==> config.mk <==
export PLATFORM = sky130hd
export DESIGN_NAME = stall_ctrl
export DESIGN_NICKNAME = d
export VERILOG_FILES = /design/src/rtl/stall_ctrl_pkg.sv /design/src/rtl/stall_ctrl_dec.sv /design/src/rtl/stall_ctrl.sv
export SDC_FILE = /design/constraint.sdc
export NUM_CORES = 1
export LEC_CHECK = 0
export CAP_MARGIN = 20
export CELL_PAD_IN_SITES_DETAIL_PLACEMENT = 1
export CELL_PAD_IN_SITES_GLOBAL_PLACEMENT = 2
export CORE_MARGIN = 2
export CORE_UTILIZATION = 23
export CTS_CLUSTER_SIZE = 16
export DETAILED_ROUTE_END_ITERATION = 8
export MAX_ROUTING_LAYER = met4
export PLACE_DENSITY_LB_ADDON = 0.1
export SYNTH_ARGS = -nofsm -noshare
export SYNTH_HDL_FRONTEND = slang
export SYNTH_HIERARCHICAL = 1
export SYNTH_SLANG_ARGS = --single-unit
==> constraint.sdc <==
create_clock -name clk -period 6.3 [get_ports clk]
set_input_delay 1.89 -clock clk [delete_from_list [all_inputs] [get_ports clk]]
set_output_delay 1.89 -clock clk [all_outputs]
set_load 0.02 [all_outputs]
==> src/rtl/stall_ctrl_pkg.sv <==
// Shared MIPS opcode/funct constants, Tuse/Tnew encodings and the per-instruction
// classification record used by the hazard unit.
package stall_ctrl_pkg;

  localparam logic [5:0] OP_RTYPE = 6'h00;
  localparam logic [5:0] OP_J     = 6'h02;
  localparam logic [5:0] OP_JAL   = 6'h03;
  localparam logic [5:0] OP_BEQ   = 6'h04;
  localparam logic [5:0] OP_BNE   = 6'h05;
  localparam logic [5:0] OP_ADDI  = 6'h08;
  localparam logic [5:0] OP_ADDIU = 6'h09;
  localparam logic [5:0] OP_SLTI  = 6'h0a;
  localparam logic [5:0] OP_SLTIU = 6'h0b;
  localparam logic [5:0] OP_ANDI  = 6'h0c;
  localparam logic [5:0] OP_ORI   = 6'h0d;
  localparam logic [5:0] OP_XORI  = 6'h0e;
  localparam logic [5:0] OP_LUI   = 6'h0f;
  localparam logic [5:0] OP_LB    = 6'h20;
  localparam logic [5:0] OP_LH    = 6'h21;
  localparam logic [5:0] OP_LW    = 6'h23;
  localparam logic [5:0] OP_LBU   = 6'h24;
  localparam logic [5:0] OP_LHU   = 6'h25;
  localparam logic [5:0] OP_SB    = 6'h28;
  localparam logic [5:0] OP_SH    = 6'h29;
  localparam logic [5:0] OP_SW    = 6'h2b;

  localparam logic [5:0] FN_SLL   = 6'h00;
  localparam logic [5:0] FN_SRL   = 6'h02;
  localparam logic [5:0] FN_SRA   = 6'h03;
  localparam logic [5:0] FN_SLLV  = 6'h04;
  localparam logic [5:0] FN_SRLV  = 6'h06;
  localparam logic [5:0] FN_SRAV  = 6'h07;
  localparam logic [5:0] FN_JR    = 6'h08;
  localparam logic [5:0] FN_JALR  = 6'h09;
  localparam logic [5:0] FN_MFHI  = 6'h10;
  localparam logic [5:0] FN_MTHI  = 6'h11;
  localparam logic [5:0] FN_MFLO  = 6'h12;
  localparam logic [5:0] FN_MTLO  = 6'h13;
  localparam logic [5:0] FN_MULT  = 6'h18;
  localparam logic [5:0] FN_MULTU = 6'h19;
  localparam logic [5:0] FN_DIV   = 6'h1a;
  localparam logic [5:0] FN_DIVU  = 6'h1b;
  localparam logic [5:0] FN_ADD   = 6'h20;
  localparam logic [5:0] FN_ADDU  = 6'h21;
  localparam logic [5:0] FN_SUB   = 6'h22;
  localparam logic [5:0] FN_SUBU  = 6'h23;
  localparam logic [5:0] FN_AND   = 6'h24;
  localparam logic [5:0] FN_OR    = 6'h25;
  localparam logic [5:0] FN_XOR   = 6'h26;
  localparam logic [5:0] FN_NOR   = 6'h27;
  localparam logic [5:0] FN_SLT   = 6'h2a;
  localparam logic [5:0] FN_SLTU  = 6'h2b;

  localparam logic [1:0] T0 = 2'd0;
  localparam logic [1:0] T1 = 2'd1;
  localparam logic [1:0] T2 = 2'd2;

  localparam int unsigned CNT_W = 4;

  typedef enum logic [1:0] {
    MD_NONE = 2'd0,
    MD_MUL  = 2'd1,
    MD_DIV  = 2'd2,
    MD_HILO = 2'd3
  } md_cls_e;

  // Unused source/destination fields hold register 0, which never hazards.
  typedef struct packed {
    logic [4:0] rs;
    logic [1:0] tuse_rs;
    logic [4:0] rt;
    logic [1:0] tuse_rt;
    logic [4:0] dst;
    logic [1:0] tnew;
    md_cls_e    md;
  } dec_t;

  function automatic logic [1:0] tnew_at_m(input logic [1:0] tnew_e);
    return (tnew_e == T0) ? T0 : tnew_e - 2'd1;
  endfunction

  function automatic logic hazard(input logic [4:0] src, input logic [1:0] tuse,
                                  input logic [4:0] dst, input logic [1:0] tnew);
    return (src != 5'd0) && (src == dst) && (tuse < tnew);
  endfunction

endpackage

==> src/rtl/stall_ctrl_dec.sv <==
// Per-stage instruction classifier: source registers with Tuse, destination with
// E-stage Tnew, and mult/div class.
module stall_dec
  import stall_ctrl_pkg::*;
(
  input  logic [31:0] ins,
  output dec_t        dec
);

  logic [5:0] op;
  logic [5:0] fn;
  logic [4:0] rs;
  logic [4:0] rt;
  logic [4:0] rd;

  assign op = ins[31:26];
  assign fn = ins[5:0];
  assign rs = ins[25:21];
  assign rt = ins[20:16];
  assign rd = ins[15:11];

  always_comb begin
    dec = '0;
    if (ins != '0) begin
      case (op)
        OP_RTYPE: begin
          case (fn)
            FN_JR: begin
              dec.rs = rs; dec.tuse_rs = T0;
            end
            FN_JALR: begin
              dec.rs = rs; dec.tuse_rs = T0;
              dec.dst = rd; dec.tnew = T0;
            end
            FN_MFHI, FN_MFLO: begin
              dec.dst = rd; dec.tnew = T1; dec.md = MD_HILO;
            end
            FN_MTHI, FN_MTLO: begin
              dec.rs = rs; dec.tuse_rs = T1; dec.md = MD_HILO;
            end
            // Operands are consumed when the unit starts in E, like an ALU op.
            FN_MULT, FN_MULTU: begin
              dec.rs = rs; dec.tuse_rs = T1;
              dec.rt = rt; dec.tuse_rt = T1; dec.md = MD_MUL;
            end
            FN_DIV, FN_DIVU: begin
              dec.rs = rs; dec.tuse_rs = T1;
              dec.rt = rt; dec.tuse_rt = T1; dec.md = MD_DIV;
            end
            FN_SLL, FN_SRL, FN_SRA: begin
              dec.rt = rt; dec.tuse_rt = T1;
              dec.dst = rd; dec.tnew = T1;
            end
            FN_SLLV, FN_SRLV, FN_SRAV, FN_ADD, FN_ADDU, FN_SUB, FN_SUBU,
            FN_AND, FN_OR, FN_XOR, FN_NOR, FN_SLT, FN_SLTU: begin
              dec.rs = rs; dec.tuse_rs = T1;
              dec.rt = rt; dec.tuse_rt = T1;
              dec.dst = rd; dec.tnew = T1;
            end
            default: ;
          endcase
        end
        OP_BEQ, OP_BNE: begin
          dec.rs = rs; dec.tuse_rs = T0;
          dec.rt = rt; dec.tuse_rt = T0;
        end
        OP_JAL: begin
          dec.dst = 5'd31; dec.tnew = T0;
        end
        OP_ADDI, OP_ADDIU, OP_SLTI, OP_SLTIU, OP_ANDI, OP_ORI, OP_XORI: begin
          dec.rs = rs; dec.tuse_rs = T1;
          dec.dst = rt; dec.tnew = T1;
        end
        OP_LUI: begin
          dec.dst = rt; dec.tnew = T1;
        end
        OP_LB, OP_LH, OP_LW, OP_LBU, OP_LHU: begin
          dec.rs = rs; dec.tuse_rs = T1;
          dec.dst = rt; dec.tnew = T2;
        end
        OP_SB, OP_SH, OP_SW: begin
          dec.rs = rs; dec.tuse_rs = T1;
          dec.rt = rt; dec.tuse_rt = T2;
        end
        OP_J: ;
        default: ;
      endcase
    end
  end

endmodule

==> src/rtl/stall_ctrl.sv <==
// Pipeline stall controller: Tuse/Tnew data-hazard detection plus mult/div busy
// tracking, with a running count of stalled cycles.
module stall_ctrl
  import stall_ctrl_pkg::*;
#(
  parameter int unsigned MULT_CYC = 5,
  parameter int unsigned DIV_CYC  = 10
) (
  input  logic        clk,
  input  logic        rst,
  input  logic [31:0] InsD,
  input  logic [31:0] InsE,
  input  logic [31:0] InsM,
  output logic        PC_En,
  output logic        IF_ID_En,
  output logic        ID_EX_Clr,
  output logic        MD_Start,
  output logic        MD_Busy,
  output logic [31:0] StallCnt
);

  localparam logic [CNT_W-1:0] MULT_LOAD = CNT_W'(MULT_CYC);
  localparam logic [CNT_W-1:0] DIV_LOAD  = CNT_W'(DIV_CYC);

  dec_t dec_d;
  dec_t dec_e;
  dec_t dec_m;

  logic [CNT_W-1:0] busy_cnt_q, busy_cnt_d;
  logic [31:0]      stall_cnt_q, stall_cnt_d;
  logic [1:0]       tnew_m;
  logic             data_stall;
  logic             md_start;
  logic             md_busy;
  logic             md_stall;
  logic             stall;

  stall_dec u_dec_d (.ins(InsD), .dec(dec_d));
  stall_dec u_dec_e (.ins(InsE), .dec(dec_e));
  stall_dec u_dec_m (.ins(InsM), .dec(dec_m));

  always_comb begin
    tnew_m     = tnew_at_m(dec_m.tnew);
    data_stall = hazard(dec_d.rs, dec_d.tuse_rs, dec_e.dst, dec_e.tnew)
               | hazard(dec_d.rt, dec_d.tuse_rt, dec_e.dst, dec_e.tnew)
               | hazard(dec_d.rs, dec_d.tuse_rs, dec_m.dst, tnew_m)
               | hazard(dec_d.rt, dec_d.tuse_rt, dec_m.dst, tnew_m);
    md_start   = (dec_e.md == MD_MUL) || (dec_e.md == MD_DIV);
    md_busy    = (busy_cnt_q != '0);
    md_stall   = (dec_d.md != MD_NONE) && (md_start || md_busy);
    stall      = data_stall || md_stall;

    // A new start reloads rather than accumulates.
    busy_cnt_d = busy_cnt_q;
    if (dec_e.md == MD_MUL) begin
      busy_cnt_d = MULT_LOAD;
    end else if (dec_e.md == MD_DIV) begin
      busy_cnt_d = DIV_LOAD;
    end else if (md_busy) begin
      busy_cnt_d = busy_cnt_q - CNT_W'(1);
    end

    stall_cnt_d = stall ? stall_cnt_q + 32'd1 : stall_cnt_q;
  end

  always_ff @(posedge clk) begin
    if (rst) begin
      busy_cnt_q  <= '0;
      stall_cnt_q <= '0;
    end else begin
      busy_cnt_q  <= busy_cnt_d;
      stall_cnt_q <= stall_cnt_d;
    end
  end

  assign PC_En     = ~stall;
  assign IF_ID_En  = ~stall;
  assign ID_EX_Clr = stall;
  assign MD_Start  = md_start;
  assign MD_Busy   = md_busy;
  assign StallCnt  = stall_cnt_q;

  // Fields each stage's role never reads; the name keeps them out of unused-signal lint.
  logic unused_dec;
  assign unused_dec = ^{dec_d.dst, dec_d.tnew,
                        dec_e.rs, dec_e.tuse_rs, dec_e.rt, dec_e.tuse_rt,
                        dec_m.rs, dec_m.tuse_rs, dec_m.rt, dec_m.tuse_rt, dec_m.md};

endmodule

Yosys cells after proc, flatten, opt, wreduce, memory -nomap -nowiden
Cells that the tools add are included.
{"block": "totals", "regBits": 36, "elab_cells": 216, "input_bits": 98}
{"block": "op_classes", "n_lt_le_gt_ge": 4, "bitwise": 4, "n_reduce_logical": 53, "eq_ne": 126, "mux": 23, "addsub": 3}
{"op": "equality test 6 bit, second input constant", "count": 48}
{"op": "equality test 6 x 4 -> 1 bit, second input constant", "count": 28}
{"op": "equality test 6 x 5 -> 1 bit, second input constant", "count": 24}
{"op": "nonzero test 32 bit", "count": 3}
{"op": "case mux 7 bit (4 select lines)", "count": 3}
{"op": "equality test 6 x 3 -> 1 bit, second input constant", "count": 11}
{"op": "case mux 7 bit (2 select lines)", "count": 4}
{"op": "equality test 6 x 2 -> 1 bit, second input constant", "count": 9}
{"op": "OR reduction 18 bit", "count": 3}
{"op": "case mux 7 bit (3 select lines)", "count": 2}
{"op": "logical NOT 6 bit", "count": 6}
{"op": "adder 32 x 1 -> 32 bit, second input constant", "count": 1}
{"op": "OR reduction 8 bit", "count": 3}
{"op": "2-to-1 mux 23 bit", "count": 1}
{"op": "equality test 5 bit", "count": 4}
{"op": "OR reduction 20 bit", "count": 1}
{"op": "OR reduction 19 bit", "count": 1}
{"op": "2-to-1 mux 9 bit", "count": 2}
{"op": "case mux 2 bit (3 select lines)", "count": 3}
{"op": "OR reduction 2 bit", "count": 9}
{"op": "OR reduction 15 bit", "count": 1}
{"op": "OR reduction 5 bit", "count": 3}
{"op": "OR reduction 4 bit", "count": 3}
{"op": "nonzero test 5 bit", "count": 2}
{"op": "18 further kinds", "count": 38}

Longest topological paths before layout
Gate-level depths: netlist of run 1.
{"block": "depth", "word_depth": 13, "depth_mapped": 16, "depth_no_buf": 13}

By module
The synthesis of run 1 kept the hierarchy.
{"module": "stall_ctrl", "cells_per_inst": 269, "seq_area_each_um2": 720.7, "instances": 1, "area_each_um2": 2175.8}
{"module": "stall_dec (u_dec_d ...)", "cells_per_inst": 84, "seq_area_each_um2": 0.0, "instances": 2, "area_each_um2": 580.6}
{"module": "stall_dec (u_dec_m)", "cells_per_inst": 90, "seq_area_each_um2": 0.0, "instances": 1, "area_each_um2": 589.3}

Least setup slack after synthesis of run 1
OpenSTA, ideal clock, no wires.
{"block": "synth_path", "path_type": "input -> output", "startpoint": "in InsM[31]", "endpoint": "out PC_En", "arrival_time_ps": 4552, "slack_ps": -142, "path_stages": 11, "n_path_buf": 2, "path_cell_list": "or4_4 -> or3_1 -> buf_6 -> o31ai_4 -> a221o_1 -> xor2_1 -> nor4_1 -> nand3_1 -> a21oi_2 -> nor3_2 -> buf_4"}
{"item": "start: declaration", "line_no": "stall_ctrl.sv:13", "text": "input logic [31:0] InsM,"}
{"item": "end: declaration", "line_no": "stall_ctrl.sv:14", "text": "output logic PC_En,"}

==> results of run 1 <==
critical path: stages:
cell and delay, ns:
clkdlybuf4s15_1 0.19, or4_4 0.45, or3_4 0.39, o31ai_4 0.25, a221o_1 0.26, xor2_2 0.09, nor4_2 0.31, nand3_1 0.17
a21oi_2 0.23, nor3_4 0.09, inv_1 0.08, buf_6 0.11
metal layers:
| layer | global-route usage [%] | part of all wire, % |
|---|---|---|
| met1 | 22.8 | 48 |
| met2 | 28.7 | 46 |
| met3 | 3.11 | 5.3 |
| met4 | 1.80 | 0.36 |
| met5 | - | 0 |
final timing paths:
| path | from | end | slack (ns) | cells past startpoint |
|---|---|---|---|---|
| max | InsM[31] | ID_EX_Clr | -0.11 | 12 |
| min | StallCnt[31] | StallCnt[31] | 0.50 | 2 |
| max reg2reg | busy_cnt_q[0] | StallCnt[29] | 3.95 | 10 |
| min reg2reg | StallCnt[31] | StallCnt[31] | 0.50 | 2 |
area by class of cell:
cell class	instances	share of cell area, %
Multi-Input combinational cell	343	42.9
Timing Repair Buffer	235	36.4
Sequential cell	36	12.6
Tap cell	180	3.95
Clock buffer	6	2.44
Inverter	23	1.51
Clock inverter	2	0.176
stage by stage:
| step | area (um2) | instances | utilization (%) | total power, W |
|---|---|---|---|---|
| after floorplan | 3240 | 426 | - | 0.000392 |
| after detailed placement | 5200 | 786 | 37.6 | 0.000538 |
| after global placement | 5200 | 786 | 37.6 | 0.000530 |
| after global routing | 5700 | 825 | 41.2 | 0.000847 |
| after CTS | 5630 | 823 | 40.7 | 0.000796 |
| final | 5700 | 825 | 41.2 | 0.000791 |
registers in the layout, indices dropped and copies added (netlist names):
| name | flops |
|---|---|
| StallCnt | 32 |
| busy_cnt_q | 4 |
report_power, final:
group          internal, W  switching (W)
Clock             0.000156      0.0000949
Combinational     0.000155       0.000136
Sequential        0.000240     0.00000911
Total             0.000551       0.000240
timing repair:
action                                  4_1_cts  5_1_grt
pin swaps                                    30        6
hold buffers                                  0        0
buffers inserted                             30        2
gates resized for setup                      82       19
endpoints found under the setup margin        4        3
==> impl_metrics.toml, run 1 <==
[global_route]
gr-total-overflow = 0
grt_pass1_wl_um = 20500
grt_pass1_vias = 4279
grt_max_degree = 30
antenna_found_initial = 0
track_usage_pct = 17.3

[floorplan]
die_h_um = 123
initial_core_util_pct = 23.4
io-pin-count = 135
dieArea_um2 = 15000
row_count = 43
core_um2 = 13800
die_w_um = 123

[place]
preCtsSetupSlack_ns = -0.981
gp_congestion = 0.855
place_hpwl_um = 9960
port_buffers = 134

[final_layout]
syn_to_final_growth_pct = 76.3
final_common_cell = "clkdlybuf4s50_1"
nNetsFinal = 751
seqCellArea_um2 = 721
layout-drive-gt1-share_pct = 25.4
final_cell_mix = "clkdlybuf4s50_1, buf_4, a21oi_1"
diodes = 0
fillCellCount = 1678
multi_input_area_um2 = 2450

[route]
drt_first_pass_iters = 4
drtIter0Drc = 109
ant_nets = 0
drc = 0
route.vias.total = 4060
vias_per_cell = 4.92
routed_wl_um = 12600
routedWlPerCell_um = 15.2

[clock_network]
clock_latency_ns = 0.28
cts_sinks = 36
root_buffer = "clkbuf_16"
cts_tree = "built"
path_clk_slew_ns = 0.05
h-tree-depth = 2
numCtsBuffers = 5
clockBufferDepth = 2

[run_status]
status = "finished with violations"
violations = "setup timing"

[worst_hold_path]
worstHoldPathType = "reg -> reg"

[critical_path]
start_kind = "input pin"
arrival_ns = 4.52
critPathKind = "in -> out"
cp.required_ns = 4.41
path_max_fanout = 5
worstSetupEndpointType = "primary output"

[sta]
hold_violations = 0
relSlewSlack_pct = 52.4
tightest_slew_ns = 0.712
finClkSkew_ns = 0.00465
fmax_mhz = 156
totalNegativeSetupSlack_ns = -0.223
setup-violations-final = 3
rsz0062_at_grt = "yes"
slew_viol_final = 0
finalCritPeriodShare_pct = 102
setup_ws_ns = -0.107
hold_slack_ns = 0.504
fin_crit_ns = 6.41

[yosys]
syn_nets = 533
ys_warn_count = 6
synthCells = 426
syn-cell-area_um2 = 3230
syn_area_per_cell_um2 = 7.59

[power]
cellPowerDensity_nw_per_um2 = 139
power_leakage_nw = 2.27
max-vdd-ir-drop_mv = 0.0909

[job]
max_cap_viol_count = 0
Note: power is estimated with default switching activity, not from simulation.
==> run 2: changes to the inputs <==
CTS_BUF_LIST = sky130_fd_sc_hd__clkbuf_8 sky130_fd_sc_hd__clkbuf_16   (was default)
==> results of run 2 <==
Same layout as run 1: the final DEF is identical, and so are final timing and power.
==> run 3: changes to the inputs <==
ABC_AREA = 1   (was default)
CORE_UTILIZATION = 22   (was 23)
==> impl_metrics.toml, run 3 <==
[yosys]
syn_area_per_cell_um2 = 5.68
ys_warn_count = 6
synthCells = 812
syn_nets = 919
syn-cell-area_um2 = 4610

[final_layout]
largest_reg_flops = 32
nNetsFinal = 1121
final_common_cell = "nand2_1"
syn_to_final_growth_pct = 51.8
final_cell_mix = "nand2_1, clkdlybuf4s50_1, inv_1"
layout-drive-gt1-share_pct = 19.0
diodes = 0

[place]
preCtsSetupSlack_ns = -0.495
port_buffers = 134
place_hpwl_um = 14400
gp_congestion = 0.798

[power]
combPwrFrac_pct = 40.6
p_clk_share_pct = 30.4
cellPowerDensity_nw_per_um2 = 124
seqPwrFrac_pct = 29.0
internal_power_w = 0.000569
power_leakage_nw = 3.13
switchingPower_w = 0.000301
max-vdd-ir-drop_mv = 0.0722
power.total_w = 0.000870
swShare_pct = 34.6

[critical_path]
cp_slowest_cell = "clkdlybuf4s50_1"
path_max_fanout = 6
worstSetupEndpointType = "primary output"
cp_common_cell = "nand2_1"
crit_family = "simple AND/OR/NAND/NOR gates"
critPathKind = "in -> out"
cp.required_ns = 4.41
worstPathCellList = "clkdlybuf4s50_1, inv_1, nand2_1, o21bai_1, nor2_1, inv_1, nand3_1, o21ai_0, nand2_2, inv_1, nand2_1, nand2_1, nand2_1, nor2_1, nand2_1, nand2_1, nand2_2, nand3_4, inv_2, buf_4"
crit-reg2reg-launch = "StallCnt[0]"
arrival_ns = 4.19
critPathMaxStageDelay_ns = 0.50
cp_num_buf_inv = 6
start_kind = "input pin"
critPathLaunch = "InsD[30]"

[sta]
finalCritPeriodShare_pct = 96.4
fmax_mhz = 165
setup-violations-final = 0
finClkSkew_ns = 0.00469
slew_viol_final = 0
rsz0062_at_grt = "yes"
setup_ws_ns = 0.225
fin_crit_ns = 6.08
hold_violations = 0

[floorplan]
dieArea_um2 = 22100
die_h_um = 149
row_count = 52
io-pin-count = 135
die_w_um = 149
core_um2 = 20400
initial_core_util_pct = 22.6

[clock_network]
clock_latency_ns = 0.29
cts_sinks = 36
clockBufferDepth = 2
numCtsBuffers = 5
path_clk_slew_ns = 0.06
cts_hold_buf = 0
cts_tree = "built"
h-tree-depth = 2
root_buffer = "clkbuf_16"

[route]
drt_first_pass_iters = 4
drc = 0
routedWlPerCell_um = 13.4
vias_per_cell = 4.42
route.vias.total = 5673
ant_nets = 0
routed_wl_um = 17300
drtIter0Drc = 174

[job]
max_cap_viol_count = 0

[global_route]
grt_pass1_wl_um = 29100
track_usage_pct = 16.5
grt_pass1_vias = 5887
gr-total-overflow = 0
antenna_found_initial = 0
grt_max_degree = 35

[worst_hold_path]
worstHoldPathType = "reg -> reg"
hold_start = "busy_cnt_q[0]"

[run_status]
status = "finished clean"
==> run 3: per-stage QoR <==
| stage | cells | TNS [ns] | area, um2 | hold WS (ns) | utilization [%] |
|---|---|---|---|---|---|
| floorplan | 812 | 0 | 4610 | 0.444 | - |
| global placement | 1277 | -1.40 | 6760 | 0.456 | 33.1 |
| detailed placement | 1277 | -1.46 | 6760 | 0.456 | 33.1 |
| CTS | 1284 | 0 | 6960 | 0.465 | 34.1 |
| global route | 1284 | -0.000195 | 7000 | 0.501 | 34.3 |
| finish | 1284 | 0 | 7000 | 0.467 | 34.3 |
==> run 3: routing by layer <==
layer,share of wire (%),wire length [um],up-vias,GRT usage [%]
li1,-,-,2988,-
met5,0,0,-,-
met3,3.2,559,6,1.77
met4,0.43,74,0,1.86
met1,53,9200,2575,23.5
met2,43,7430,104,25.9
==> run 3: power by group through the flow <==
| stage | Clock, W | Combinational [W] | Sequential, W |
|---|---|---|---|
| 3_3_place_gp | 0 | 0.000356 | 0.000258 |
| 3_5_place_dp | 0 | 0.000356 | 0.000258 |
| 5_1_grt | 0.000281 | 0.000402 | 0.000255 |
| 4_1_cts | 0.000270 | 0.000358 | 0.000253 |
| 6_report | 0.000264 | 0.000353 | 0.000253 |
| 2_1_floorplan | 0 | 0.000188 | 0.000257 |
==> run 3: path summary, 6_finish.rpt <==
path	slack (ns)	depth (start not counted)	end
max	0.22	20	PC_En
min reg2reg	0.47	2	busy_cnt_q[0]
max reg2reg	4.45	10	StallCnt[28]
min	0.47	2	busy_cnt_q[0]
==> run 3: worst reg2reg max path, stage by stage, from the launching register on <==
cell     delay (ns)
dfxtp_1        0.51
ha_1           0.37
nand2_4        0.11
nor2_4         0.17
nand2_2        0.11
nor2_2         0.15
nand2_1        0.07
nand2_1        0.07
nand2_1        0.04
nand2_1        0.06
a21oi_1        0.05
==> run 3: layout make-up <==
cell class	count	area, um2
Tap cell	270	338
Fill cell	2685	13400
Clock buffer	7	153
Multi-Input combinational cell	637	3410
Sequential cell	36	721
Inverter	118	443
Timing Repair Buffer	216	1940
==> run 3: what timing repair did <==
| item | in CTS | in global routing |
|---|---|---|
| gates resized for setup | 39 | 28 |
| pin swaps | 1 | 4 |
| endpoints found under the setup margin | 3 | 4 |
| buffers inserted | 0 | 0 |
